--- src/rtl/pattern_pkg.sv ---
// rtl/pattern_pkg.sv - shared types, defaults and window helpers for pattern_detect
package pattern_pkg;

    localparam int CW_DEF = 32;
    localparam int RW_DEF = 8;

    typedef enum logic [2:0] {
        IDLE,
        ARM,
        MEAS_OFF,
        MEAS_ON,
        DONE
    } state_e;

    // Upper window bound: nominal + tolerance, clamped to the largest cw-bit value.
    function automatic logic [63:0] sat_add(input logic [63:0] a, input logic [63:0] b, input int cw);
        logic [64:0] sum;
        logic [64:0] lim;
        sum = {1'b0, a} + {1'b0, b};
        lim = (65'd1 << cw) - 65'd1;
        return (sum > lim) ? lim[63:0] : sum[63:0];
    endfunction

    // Lower window bound: nominal - tolerance, clamped at zero.
    function automatic logic [63:0] sat_sub(input logic [63:0] a, input logic [63:0] b);
        return (a > b) ? (a - b) : 64'd0;
    endfunction

endpackage

--- src/rtl/pattern_detect_sync_edge.sv ---
// rtl/pattern_detect_sync_edge.sv - two-flop sensor synchronizer with edge detect
module sync_edge (
    input  logic clk,
    input  logic rst_n,
    input  logic d,
    output logic s,
    output logic rise,
    output logic fall
);

    logic s1_q;
    logic s2_q;
    logic prev_q;

    // Synchronize the raw level, then keep one more copy to spot transitions.
    always_ff @(posedge clk or negedge rst_n) begin
        if (!rst_n) begin
            s1_q   <= 1'b0;
            s2_q   <= 1'b0;
            prev_q <= 1'b0;
        end else begin
            s1_q   <= d;
            s2_q   <= s1_q;
            prev_q <= s2_q;
        end
    end

    assign s    = s2_q;
    assign rise = s2_q & ~prev_q;
    assign fall = ~s2_q & prev_q;

endmodule

--- src/rtl/pattern_detect.sv ---
// rtl/pattern_detect.sv - measures sensor off/on phases and judges a blink pattern
module pattern_detect
    import pattern_pkg::*;
#(
    parameter int CW = CW_DEF,
    parameter int RW = RW_DEF
) (
    input  logic          hwclk,
    input  logic          rst_n,
    input  logic          enable,
    input  logic          sense,
    input  logic [CW-1:0] ontime,
    input  logic [CW-1:0] offtime,
    input  logic [CW-1:0] tol,
    input  logic [RW-1:0] reps,
    output logic          done,
    output logic          match,
    output logic [RW-1:0] seen
);

    logic          s;
    logic          rise;
    logic          fall;

    state_e        state_q;
    logic [CW-1:0] on_q;
    logic [CW-1:0] off_q;
    logic [CW-1:0] tol_q;
    logic [RW-1:0] reps_q;
    logic [CW-1:0] cnt_q;
    logic [CW-1:0] cnt_d;
    logic [RW-1:0] seen_q;
    logic [RW-1:0] seen_d;
    logic          done_q;
    logic          match_q;

    logic [CW-1:0] nom;
    logic [CW-1:0] lo;
    logic [CW-1:0] hi;

    sync_edge u_sync (
        .clk   (hwclk),
        .rst_n (rst_n),
        .d     (sense),
        .s     (s),
        .rise  (rise),
        .fall  (fall)
    );

    // The acceptance window follows whichever phase is currently being timed.
    assign nom    = (state_q == MEAS_ON) ? on_q : off_q;
    assign lo     = CW'(sat_sub(64'(nom), 64'(tol_q)));
    assign hi     = CW'(sat_add(64'(nom), 64'(tol_q), CW));
    assign cnt_d  = (cnt_q == {CW{1'b1}}) ? cnt_q : cnt_q + CW'(1);
    assign seen_d = seen_q + RW'(1);

    // Detector FSM: arm, time each phase, compare with the window, hold the verdict.
    always_ff @(posedge hwclk or negedge rst_n) begin
        if (!rst_n) begin
            state_q <= IDLE;
            on_q    <= '0;
            off_q   <= '0;
            tol_q   <= '0;
            reps_q  <= '0;
            cnt_q   <= '0;
            seen_q  <= '0;
            done_q  <= 1'b0;
            match_q <= 1'b0;
        end else if (!enable) begin
            state_q <= IDLE;
            cnt_q   <= '0;
            seen_q  <= '0;
            done_q  <= 1'b0;
            match_q <= 1'b0;
        end else begin
            case (state_q)
                IDLE: begin
                    on_q    <= ontime;
                    off_q   <= offtime;
                    tol_q   <= tol;
                    reps_q  <= reps;
                    seen_q  <= '0;
                    done_q  <= 1'b0;
                    match_q <= 1'b0;
                    state_q <= ARM;
                end
                ARM: begin
                    if (reps_q == '0) begin
                        state_q <= DONE;
                        done_q  <= 1'b1;
                        match_q <= 1'b1;
                    end else if (!s) begin
                        state_q <= MEAS_OFF;
                        cnt_q   <= CW'(1);
                    end
                end
                MEAS_OFF: begin
                    // A count past the upper bound loses even if the edge arrives now.
                    if (cnt_q > hi) begin
                        state_q <= DONE;
                        done_q  <= 1'b1;
                        match_q <= 1'b0;
                    end else if (rise) begin
                        if (cnt_q >= lo) begin
                            state_q <= MEAS_ON;
                            cnt_q   <= CW'(1);
                        end else begin
                            state_q <= DONE;
                            done_q  <= 1'b1;
                            match_q <= 1'b0;
                        end
                    end else begin
                        cnt_q <= cnt_d;
                    end
                end
                MEAS_ON: begin
                    if (cnt_q > hi) begin
                        state_q <= DONE;
                        done_q  <= 1'b1;
                        match_q <= 1'b0;
                    end else if (fall) begin
                        if (cnt_q >= lo) begin
                            seen_q <= seen_d;
                            if (seen_d == reps_q) begin
                                state_q <= DONE;
                                done_q  <= 1'b1;
                                match_q <= 1'b1;
                            end else begin
                                state_q <= MEAS_OFF;
                                cnt_q   <= CW'(1);
                            end
                        end else begin
                            state_q <= DONE;
                            done_q  <= 1'b1;
                            match_q <= 1'b0;
                        end
                    end else begin
                        cnt_q <= cnt_d;
                    end
                end
                DONE: begin
                    state_q <= DONE;
                end
                default: begin
                    state_q <= IDLE;
                end
            endcase
        end
    end

    assign done  = done_q;
    assign match = match_q;
    assign seen  = seen_q;

endmodule

--- config.mk ---
export PLATFORM = sky130hd
export DESIGN_NAME = pattern_detect
export DESIGN_NICKNAME = d
export VERILOG_FILES = /design/src/rtl/pattern_pkg.sv /design/src/rtl/pattern_detect_sync_edge.sv /design/src/rtl/pattern_detect.sv
export SDC_FILE = /design/constraint.sdc
export NUM_CORES = 1
export LEC_CHECK = 0
export CORE_ASPECT_RATIO = 0.8
export CORE_MARGIN = 1
export CORE_UTILIZATION = 55
export DETAILED_ROUTE_END_ITERATION = 10
export PLACE_DENSITY = 0.77
export SLEW_MARGIN = 20
export SYNTH_ARGS = -nofsm -noshare
export SYNTH_HDL_FRONTEND = slang
export SYNTH_SLANG_ARGS = --single-unit
--- constraint.sdc ---
create_clock -name hwclk -period 12.4 [get_ports hwclk]
set_clock_uncertainty 0.15 [all_clocks]
set_input_delay 1.86 -clock hwclk [delete_from_list [all_inputs] [get_ports hwclk]]
set_output_delay 1.86 -clock hwclk [all_outputs]
set_load 0.05 [all_outputs]
Word-level counts from Yosys, hierarchy flattened
Index checks and enable logic that the tools add are counted.

Input bits: 108. Output and inout bits: 10. Logic and storage cells: 104. Register bits after elaboration: 152.

Magnitude comparators: 4. Equality and inequality tests: 24. Add/subtract/negate cells: 4. Bitwise logic cells: 4. Mux-type cells: 49. Reduce and logical (&&, ||, !) cells: 7.

Operators with widths (count): $mux 32 (14); $pmux 32 s3 (1); $gt 32x32->1 (2); $add 32x32->33 (1); $gt 33x32->1 const B (1); $add 32x1->32 const B (1); $eq 32x32->1 const B (1); $ge 32x32->1 (1); $mux 8 (4); $sub 32x32->32 (1); $mux 3 (10); $ne 4x4->1 const B (5); $ne 3x3->1 const B (6); $mux 1 (16); $pmux 8 s2 (1); $pmux 3 s5 (1); $add 8x1->8 const B (1); $eq 8x8->1 (1); $logic_not 8->1 (1); $ne 4x3->1 const B (2); $pmux 1 s4 (2); $reduce_and 8->1 (1); $eq 3x2->1 const B (2); $reduce_and 6->1 (1); other kinds (13) (15).

Logic depth before layout (Yosys ltp)
Gate-level depths: netlist of run 1.

Depth in word-level cells: 10. Mapped depth: 27. Depth with buffers taken out: 25.

Cells and area by module
From an unflattened synthesis of run 1, not the netlist that was laid out.

Cells, all modules: 1413. Area total of the unflattened synthesis: 11861.4 um^2.

Modules (own cells, without submodules): pattern_detect (sequential area each 3728.6 um^2, instances 1, cells an instance 1408, area each 11771.3 um^2); sync_edge (sequential area each 75.1 um^2, instances 1, cells an instance 5, area each 90.1 um^2).

Least setup slack after synthesis of run 1
No wires, ideal clock.

Path type: register to register. From: register state_q[1]. To: register cnt_q[11]. Clock period less this slack: 6.068 ns. Buffers on the path: 4. Path slack: 6.332 ns. Stages on the path, launching flop included: 26. Arrival: 5.792 ns. Setup time: 0.126 ns. Required time: 12.124 ns. Cells stage by stage: dfrtp_1 buf_2 clkinv_1 nor3_1 clkbuf_1 nand2_1 nand2_1 ha_1 buf_6 or3_1 nand2b_1 a211oi_2 a211oi_2 a221oi_2 o311ai_0 a2111oi_2 ha_1 a21oi_1 o21ai_0 a221oi_1 nand3_1 o21ai_2 o211ai_1 and2_1 buf_2 a221o_1.

Longest elaborated chain between the ends: 8. Elaborated cells between the ends (all ways): 23. Those cells by class: add/sub (2); order compare (4); eq/ne (11); mux (5); reduce/logical (1).

Ends and longest elaborated chain: from (decl) (line pattern_detect.sv:25) `state_e state_q;`; from (signal assigned) (line pattern_detect.sv:60) `state_q <= IDLE;`; from (signal assigned) (line pattern_detect.sv:70) `state_q <= IDLE;`; from (signal assigned) (line pattern_detect.sv:85) `state_q <= ARM;`; $eq 3x2->1 (line pattern_detect.sv:51, pattern_detect.sv:76); $mux 32 (line pattern_detect.sv:51) `assign nom = (state_q == MEAS_ON) ? on_q : off_q;`; $add 32x32->33 (line pattern_pkg.sv:19) `sum = {1'b0, a} + {1'b0, b};`; $gt 33x32->1 (line pattern_pkg.sv:21) `return (sum > lim) ? lim[63:0] : sum[63:0];`; $mux 32 (line pattern_pkg.sv:21); $gt 32x32->1 (line pattern_detect.sv:99, pattern_detect.sv:117); $ne 3x3->1 (no source line); $reduce_and 8->1 (no source line); to (signal assigned) (line pattern_detect.sv:113) `cnt_q <= cnt_d;`; to (signal assigned) (line pattern_detect.sv:138) `cnt_q <= cnt_d;`; to (decl) (line pattern_detect.sv:30) `logic [CW-1:0] cnt_q;`.

Several ways; a longest one is shown, not always the timed one. A chain may end at the register's enable or synchronous reset.

Final worst setup path of run 1
From: register state_q[1]. To: register cnt_q[26].

The elaborated chain is that of the path after synthesis.

==> results of run 1 <==
[cell usage after synthesis, types with 6 or more instances]
cell and number:
o31ai_1 8, clkbuf_1 31, a21oi_1 95, a41oi_1 7, a211oi_1 10, nand4_1 29
and4_1 10, a31oi_1 34, inv_1 88, o21a_1 7, xnor2_1 48, buf_1 6
o21bai_1 10, nand2_1 209, xor2_1 10, dfrtp_1 152, nor2b_1 21, o21ai_0 88
a21o_1 10, or3_1 16, nor2_1 102, nand2b_1 18, o211ai_1 15, nand3_1 37
nor4_1 8, buf_2 16, mux2_2 75, o2111ai_1 8, and2_1 9, ha_1 130
nor3_1 32, and3_1 18
[through the flow]
step	std cells	area [µm²]	hold slack [ns]	utilization [%]	setup WS (ns)
after global placement	1827	13800	0.192	62.9	5.27
final	1859	14400	0.205	65.7	4.79
after CTS	1859	14400	0.210	65.7	4.95
after floorplan	1466	12500	0.181	-	6.33
after detailed placement	1827	13800	0.194	62.9	5.03
after global routing	1859	14400	0.218	65.7	4.33
[layout make-up]
class / instances / share of cell area [%]
clock inverter: 14 / 1.26
inverter: 89 / 2.32
tap: 300 / 2.61
sequential: 152 / 26.5
multi-input combinational: 1165 / 56.0
timing repair buffer: 121 / 8.37
clock buffer: 18 / 2.99
[how the worst min path moves through the flow]
stage | to | startpoint | slack [ns]
2_1_floorplan | u_sync.s | u_sync.s1_q | 0.18
5_1_grt | u_sync.s | u_sync.s1_q | 0.22
4_1_cts | u_sync.s | u_sync.s1_q | 0.21
3_5_place_dp | u_sync.s | u_sync.s1_q | 0.19
6_report | u_sync.s | u_sync.s1_q | 0.21
3_3_place_gp | u_sync.s | u_sync.s1_q | 0.19
[metal layers]
metal,global-route usage [%],vias up,part of all wire (%)
met5,0,-,0
li1,-,5446,-
met4,5.81,0,0.96
met3,5.23,39,7.7
met2,45.1,472,42
met1,45.7,5467,49
[flip-flops by register name (all words and copies together), names as in the netlist, 3 cells and up]
| name | count |
|---|---|
| on_q | 32 |
| state_q | 3 |
| off_q | 32 |
| reps_q | 8 |
| seen | 8 |
| cnt_q | 32 |
| tol_q | 32 |
[worst max-delay path, delay by kind of cell, from the launching register on]
kind                       cells  cell delay, ns
adders and majority gates      3            0.91
DFF                            1            0.48
and+or+nand+nor               11            2.55
buffers and inverters          3            0.71
AOI/OAI and AO/OA              8            2.66
[cell families after synthesis]
family / count (synthesis)
xor gates and xnor gates: 58
DFF: 152
and+or+nand+nor: 530
muxes: 80
AOI/OAI and AO/OA: 365
adders and majority gates: 132
buffers and inverters: 149
==> qor.yml, run 1 <==
cells_and_area:
  multiInputGateArea_um2: 8040
  final_common_cell: "nand2_1"
  fillers: 1835
  layout-drive-gt1-share_pct: 9.36
  regArea_um2: 3800
  layout_common_cells: "nand2_1, dfrtp_1, ha_1, clkdlybuf4s50_1, nor2_1"
  diodes: 0
  syn2layout_area_growth_pct: 15.4
  num-nets-final: 1786
logic_synthesis:
  ys_ff_latch: 152
  syn_inst: 1466
  async_flop_share_pct: 100
  synth_top_cell_area_share_pct: 30.5
  synth_top_family_by_area: "simple AND/OR/NAND/NOR gates"
  syn_area_per_cell_um2: 8.50
  synth_cell_types: 84
  synth_area_leaders: "dfrtp_1, ha_1, mux2_2"
  synth_compound_area_share_pct: 19.6
  synth_nets: 1706
  synthFlopType: "dfrtp_1"
  yosysTopAreaCell: "dfrtp_1"
  yosysWarnings: 0
  synthXorXnorAreaFrac_pct: 4.08
  ys_seq_area_share_pct: 30.5
  yosys.area_share.adder_pct: 13.4
  yosys.area_share.simple_pct: 20.3
  syn_area_um2: 12500
  synth_edf_count: 0
  muxShareOfSynthArea_pct: 7.18
timing:
  relSlewSlack_pct: 31.4
  fmax_mhz: 131
  worst_pin_slew_ns: 1.03
  fin_crit_sh_pct: 61.3
  setup_viol: 0
  min_period_ns: 7.61
  rsz0062_at_grt: "false"
  hold_viol: 0
  tns_ns: 0
  slew_viol_final: 0
worst_setup_path:
  worstPathArrival_ns: 7.78
  ff2ff_setup_slack_ns: 4.79
  crit_end: "cnt_q[26]"
  cp_common_cell: "nand2_1"
  crit_type: "flip-flop to flip-flop"
  slowest_stage: "a2111oi_1"
  r2r_start: "state_q[1]"
  critPathMaxStageDelay_ns: 0.55
  end_kind: "flip-flop"
  critPathMaxFanout: 35
  r2r-end: "cnt_q[26]"
  ff2ff_path_depth: 25
  startpoint_type: "flip-flop"
  critPathLaunch: "state_q[1]"
  required_ns: 12.57
outcome:
  status: "finished clean"
flow_run:
  cap_violations: 0
cts:
  cts_made_buffers: 17
  insertion_delay_ns: 0.44
  cts_setup_buffers: 0
  cts_max_path_buffers: 2
  ctsHtreeMaxLevel: 4
  cts-resized-gates: 0
  ctsRootBufferMaster: "clkbuf_16"
  clkTransAtPathRegs_ns: 0.07
  clkSinkCount: 152
  ctsHoldBuffers: 0
  tritoncts: "built"
grt:
  grt.total_usage_pct: 30.3
  grt_pass1_wl_um: 55600
  grt-ovfl-total: 0
  grt_antenna_before_repair: 0
  grt_pass1_vias: 10888
  grt_max_degree: 81
route:
  wl_per_cell_um: 18.2
  ant_nets: 0
  drc: 0
  drtIter0Drc: 1250
  dr.pass1.iters: 5
  routed_wl_um: 33800
  vias: 11424
  avgViaCountPerCell: 6.15
floorplan:
  fp-row-count: 48
  start_util_pct: 57.0
  fp.dieH_um: 137
  io_pins: 118
  die_area_um2: 23300
  die_width_um: 170
  core_area_um2: 21900
worst_hold_path:
  hold_class: "flip-flop to flip-flop"
  holdPathStages: 0
place:
  hpwl_um: 25600
  gp_congestion: 0.989
  port_buffers: 117
Power of run 1 is left out: the tool's default activity adds up to more than one toggle a clock period on the data nets, which glitch-free logic cannot reach.
==> run 2: changes to the inputs <==
- clock period: 12.4 -> 7.5 ns (I/O delays scaled with it)
==> run 2 against run 1 <==
Register-to-register slack worse by 4.2 ns. First-iteration DRC count down 3.8%. Sequential cell count is the same. Worst setup slack lost 4.2 ns. Non-clock buffer count rose by 14. Global-route usage about the same. Via count about the same. Sequential share of layout area down 0.24 points. Wire length rose by 0.89%. Cell count increased by 0.70%. Design area increased by 0.91%. Critical path type unchanged. Largest cell class unchanged.
==> qor.yml, run 2 (synthesis gave the netlist of run 1 again) <==
outcome:
  status: "finished clean"
timing:
  min_period_ns: 6.86
  tns_ns: 0
  fin_crit_sh_pct: 91.4
  setup_viol: 0
  setup_ws_ns: 0.641
  hold_viol: 0
  slew_viol_final: 0
  relSlewSlack_pct: 35.0
  fmax_mhz: 146
  rsz0062_at_grt: "false"
  worst_pin_slew_ns: 0.975
cts:
  ctsRootBufferMaster: "clkbuf_16"
  clkTransAtPathRegs_ns: 0.07
  insertion_delay_ns: 0.45
  ctsHtreeMaxLevel: 4
  cts_made_buffers: 17
  cts_setup_buffers: 0
  cts_max_path_buffers: 2
  clkSinkCount: 152
  tritoncts: "built"
flow_run:
  cap_violations: 0
floorplan:
  fp-row-count: 48
  io_pins: 118
  start_util_pct: 57.0
  die_width_um: 170
  core_area_um2: 21900
  die_area_um2: 23300
  fp.dieH_um: 137
cells_and_area:
  final_common_cell: "nand2_1"
  layout_common_cells: "nand2_1, dfrtp_1, ha_1, clkdlybuf4s50_1, nor2_1"
  syn2layout_area_growth_pct: 16.4
  num-nets-final: 1800
  diodes: 0
  postLayoutCoreUtil_pct: 66.3
  layout-drive-gt1-share_pct: 10.3
worst_setup_path:
  cp.depth: 24
  crit_chain: "clkinv_1, nor3_4, nand2_1, nand2_1, inv_1, ha_1, fa_1, nand2b_1, a2111oi_1, o211ai_1, a41oi_2, o22ai_2, o21ai_1, o31a_2, nand2_1, ha_1, and3_1, a221o_1, o2111ai_1, nand2_1, or4_1, o21ai_1, o211ai_1, o221ai_1"
  cp_common_cell: "nand2_1"
  startpoint_type: "flip-flop"
  slowest_stage: "or4_1"
  critical_path.top_delay_family: "compound AO/OA/AOI/OAI gates"
  required_ns: 7.69
  ff2ff_path_depth: 24
  crit_type: "flip-flop to flip-flop"
  critPathMaxFanout: 17
  worstPathArrival_ns: 7.05
  worst-path-buf-inv: 2
  end_kind: "flip-flop"
  critPathMaxStageDelay_ns: 0.56
grt:
  grt-ovfl-total: 0
  grt_pass1_vias: 10540
  grt.total_usage_pct: 30.2
  grt_max_degree: 85
  grt_antenna_before_repair: 0
  grt_pass1_wl_um: 55200
route:
  routed_wl_um: 34100
  drc: 0
  dr.pass1.iters: 5
  wl_per_cell_um: 18.2
  drtIter0Drc: 1203
  vias: 11433
  ant_nets: 0
  avgViaCountPerCell: 6.11
place:
  hpwl_um: 25700
  post-place-ws_ns: 0.512
  gp_congestion: 1.01
  port_buffers: 117
worst_hold_path:
  holdPathStages: 0
  hold_class: "flip-flop to flip-flop"
==> run 2: changes by cell type in the layout (fill, tap and decap cells not counted), sizes merged <==
cell	before	now
clkinvlp	1	0
buf	5	19
inv	95	96
clkinv	5	4
==> run 2: metrics by stage <==
stage	hold WS [ns]	area [µm²]	cells
6_report	0.211	14500	1872
5_1_grt	0.221	14500	1872
4_1_cts	0.211	14500	1872
3_5_place_dp	0.196	13900	1841
3_3_place_gp	0.184	13900	1841
2_1_floorplan	0.181	12500	1466
==> run 2: worst paths after layout <==
kind / from / end / slack, ns
min: u_sync.s1_q / u_sync.s / 0.21
min in group asynchronous: rst_n / seen[0] / 0.59
max reg2reg: state_q[1] / seen[7] / 0.64
min reg2reg: u_sync.s1_q / u_sync.s / 0.21
max in group asynchronous: rst_n / tol_q[17] / 5.18
max: state_q[1] / seen[7] / 0.64
==> run 2: cell type report <==
type / count / area (µm²)
inverter: 89 / 334
clock inverter: 13 / 158
clock buffer: 18 / 439
timing repair buffer: 135 / 1330
tap: 300 / 375
sequential: 152 / 3800
multi-input combinational: 1165 / 8060
fill: 1801 / 7360
==> run 2: timing repair <==
item / in CTS / in global routing
resized for setup: 0 / 4
hold buffers: 0 / 0
endpoints found under the setup margin: 0 / 11
==> run 2: metal layers <==
metal | part of all wire, % | wire length (µm) | track usage, %
met1 | 49 | 16900 | 46.5
met3 | 8.4 | 2850 | 6.04
met5 | 0 | 0 | 0
met2 | 41 | 14000 | 42.9
met4 | 0.96 | 326 | 6.96
==> run 2: worst register-to-register path: stages, from the launching register on <==
cell	delay, ns
dfrtp_1	0.50
clkinv_1	0.19
nor3_4	0.42
nand2_1	0.14
nand2_1	0.10
inv_1	0.04
ha_1	0.20
fa_1	0.38
nand2b_1	0.21
a2111oi_1	0.51
o211ai_1	0.29
a41oi_2	0.27
o22ai_2	0.19
o21ai_1	0.16
o31a_2	0.35
nand2_1	0.12
ha_1	0.33
and3_1	0.23
a221o_1	0.30
o2111ai_1	0.17
nand2_1	0.11
or4_1	0.56
o21ai_1	0.31
o211ai_1	0.27
o221ai_1	0.27
Power of run 2 is left out for the same reason.
==> run 3: changes to the inputs <==
- CAP_MARGIN: unset -> 40
==> run 3 against run 2 <==
Core utilization increased by 0.36 points. Register-to-register slack got worse by 0.07 ns. Non-clock buffer count increased by 4. Worst hold slack improved by 0.012 ns. Via count decreased by 0.76%. Die area unchanged. Sequential cell count unchanged. Global-route usage decreased by 0.28 points. Sequential share of layout area decreased by 0.14 points. Maximum frequency decreased by 1.1%. Largest cell class unchanged.
==> qor.yml, run 3 (synthesis gave the netlist of run 1 again) <==
worst_setup_path:
  startpoint_type: "flip-flop"
  ff2ff_path_depth: 24
  end_kind: "flip-flop"
  crit_type: "flip-flop to flip-flop"
  worstPathArrival_ns: 7.13
  ff2ff_setup_slack_ns: 0.57
  r2r-end: "seen[7]"
  required_ns: 7.69
  critPathMaxFanout: 17
  r2r_start: "state_q[0]"
worst_hold_path:
  holdPathStages: 0
  hold_class: "flip-flop to flip-flop"
  hp-start: "u_sync.s1_q"
  holdPathEnd: "u_sync.s"
cts:
  clkSinkCount: 152
  ctsHtreeMaxLevel: 4
  cts_max_path_buffers: 2
  ctsHoldBuffers: 0
  cts_made_buffers: 17
  cts-resized-gates: 0
  clkTransAtPathRegs_ns: 0.07
  ctsRootBufferMaster: "clkbuf_16"
  insertion_delay_ns: 0.45
  cts_setup_buffers: 0
  tritoncts: "built"
route:
  ant_nets: 0
  dr.pass1.iters: 5
  drtIter0Drc: 1183
  wl_per_cell_um: 18.0
  routed_wl_um: 33800
  avgViaCountPerCell: 6.05
  drc: 0
  vias: 11346
grt:
  grt-ovfl-total: 0
  grt_pass1_vias: 10606
  grt_pass1_wl_um: 54700
  grt_antenna_before_repair: 0
  grt_max_degree: 85
  grt.total_usage_pct: 29.9
timing:
  rsz0062_at_grt: "false"
  fmax_mhz: 144
  slew_viol_final: 0
  tns_ns: 0
  min_period_ns: 6.93
  worst_pin_slew_ns: 0.809
  setup_viol: 0
  fin_crit_sh_pct: 92.4
  hold_viol: 0
  relSlewSlack_pct: 45.6
cells_and_area:
  diodes: 0
  num-nets-final: 1804
  syn2layout_area_growth_pct: 17.0
  layout_common_cells: "nand2_1, dfrtp_1, ha_1, clkdlybuf4s50_1, nor2_1"
  final_common_cell: "nand2_1"
  layout-drive-gt1-share_pct: 10.5
flow_run:
  cap_violations: 0
place:
  port_buffers: 117
  hpwl_um: 25800
  gp_congestion: 1.01
floorplan:
  io_pins: 118
  fp-row-count: 48
  fp.dieH_um: 137
  die_area_um2: 23300
  die_width_um: 170
  core_area_um2: 21900
  start_util_pct: 57.0
outcome:
  status: "finished clean"
run 3: routing by layer:
| layer | routed length (µm) | track usage, % |
|---|---|---|
| met5 | 0 | 0 |
| met4 | 376 | 7.16 |
| met3 | 2600 | 6.22 |
| met2 | 14000 | 42.5 |
| met1 | 16900 | 45.8 |
run 3: area by class of cell:
class                           instances  area [µm²]
Fill cell                            1807        7280
Timing Repair Buffer                  139        1410
Clock buffer                           18         439
Multi-Input combinational cell       1165        8060
Clock inverter                         13         159
Sequential cell                       152        3800
Tap cell                              300         375
Inverter                               89         334
run 3: how the worst max path moves through the flow:
| stage | startpoint | endpoint | slack [ns] | cells after the start |
|---|---|---|---|---|
| after global placement | state_q[1] | seen[7] | 0.64 | 22 |
| final | state_q[0] | seen[7] | 0.57 | 24 |
| after global routing | state_q[1] | seen[7] | 0.07 | 24 |
| after detailed placement | state_q[0] | seen[7] | 0.47 | 23 |
| after CTS | state_q[0] | seen[7] | 0.42 | 23 |
| after floorplan | state_q[1] | cnt_q[11] | 1.43 | 25 |
run 3: through the flow:
step	std cells	hold slack, ns	area [µm²]	setup slack (ns)	util (%)
floorplan	1466	0.181	12500	1.43	-
global placement	1841	0.184	13900	0.644	63.5
detailed placement	1843	0.205	13900	0.475	63.7
CTS	1874	0.217	14500	0.421	66.5
global route	1876	0.232	14600	0.0704	66.7
finish	1876	0.223	14600	0.569	66.7
run 3: critical path, stage by stage, from the launching register on:
cell and delay [ns]:
dfrtp_1 0.48, inv_1 0.16, nor2_1 0.31, nand2_2 0.29, buf_4 0.23, nand2_1 0.05
nand2_1 0.08, ha_1 0.43, nand3_1 0.14, a2111oi_1 0.55, o211ai_1 0.31, a41oi_2 0.28
o22ai_2 0.19, o21ai_1 0.16, o31a_2 0.35, nand2_1 0.11, ha_1 0.32, and3_1 0.22
a221o_1 0.30, o2111ai_1 0.19, nand2_1 0.11, or4_1 0.56, o21ai_1 0.31, o211ai_1 0.25
o221ai_1 0.27
Power of run 3 is left out for the same reason.
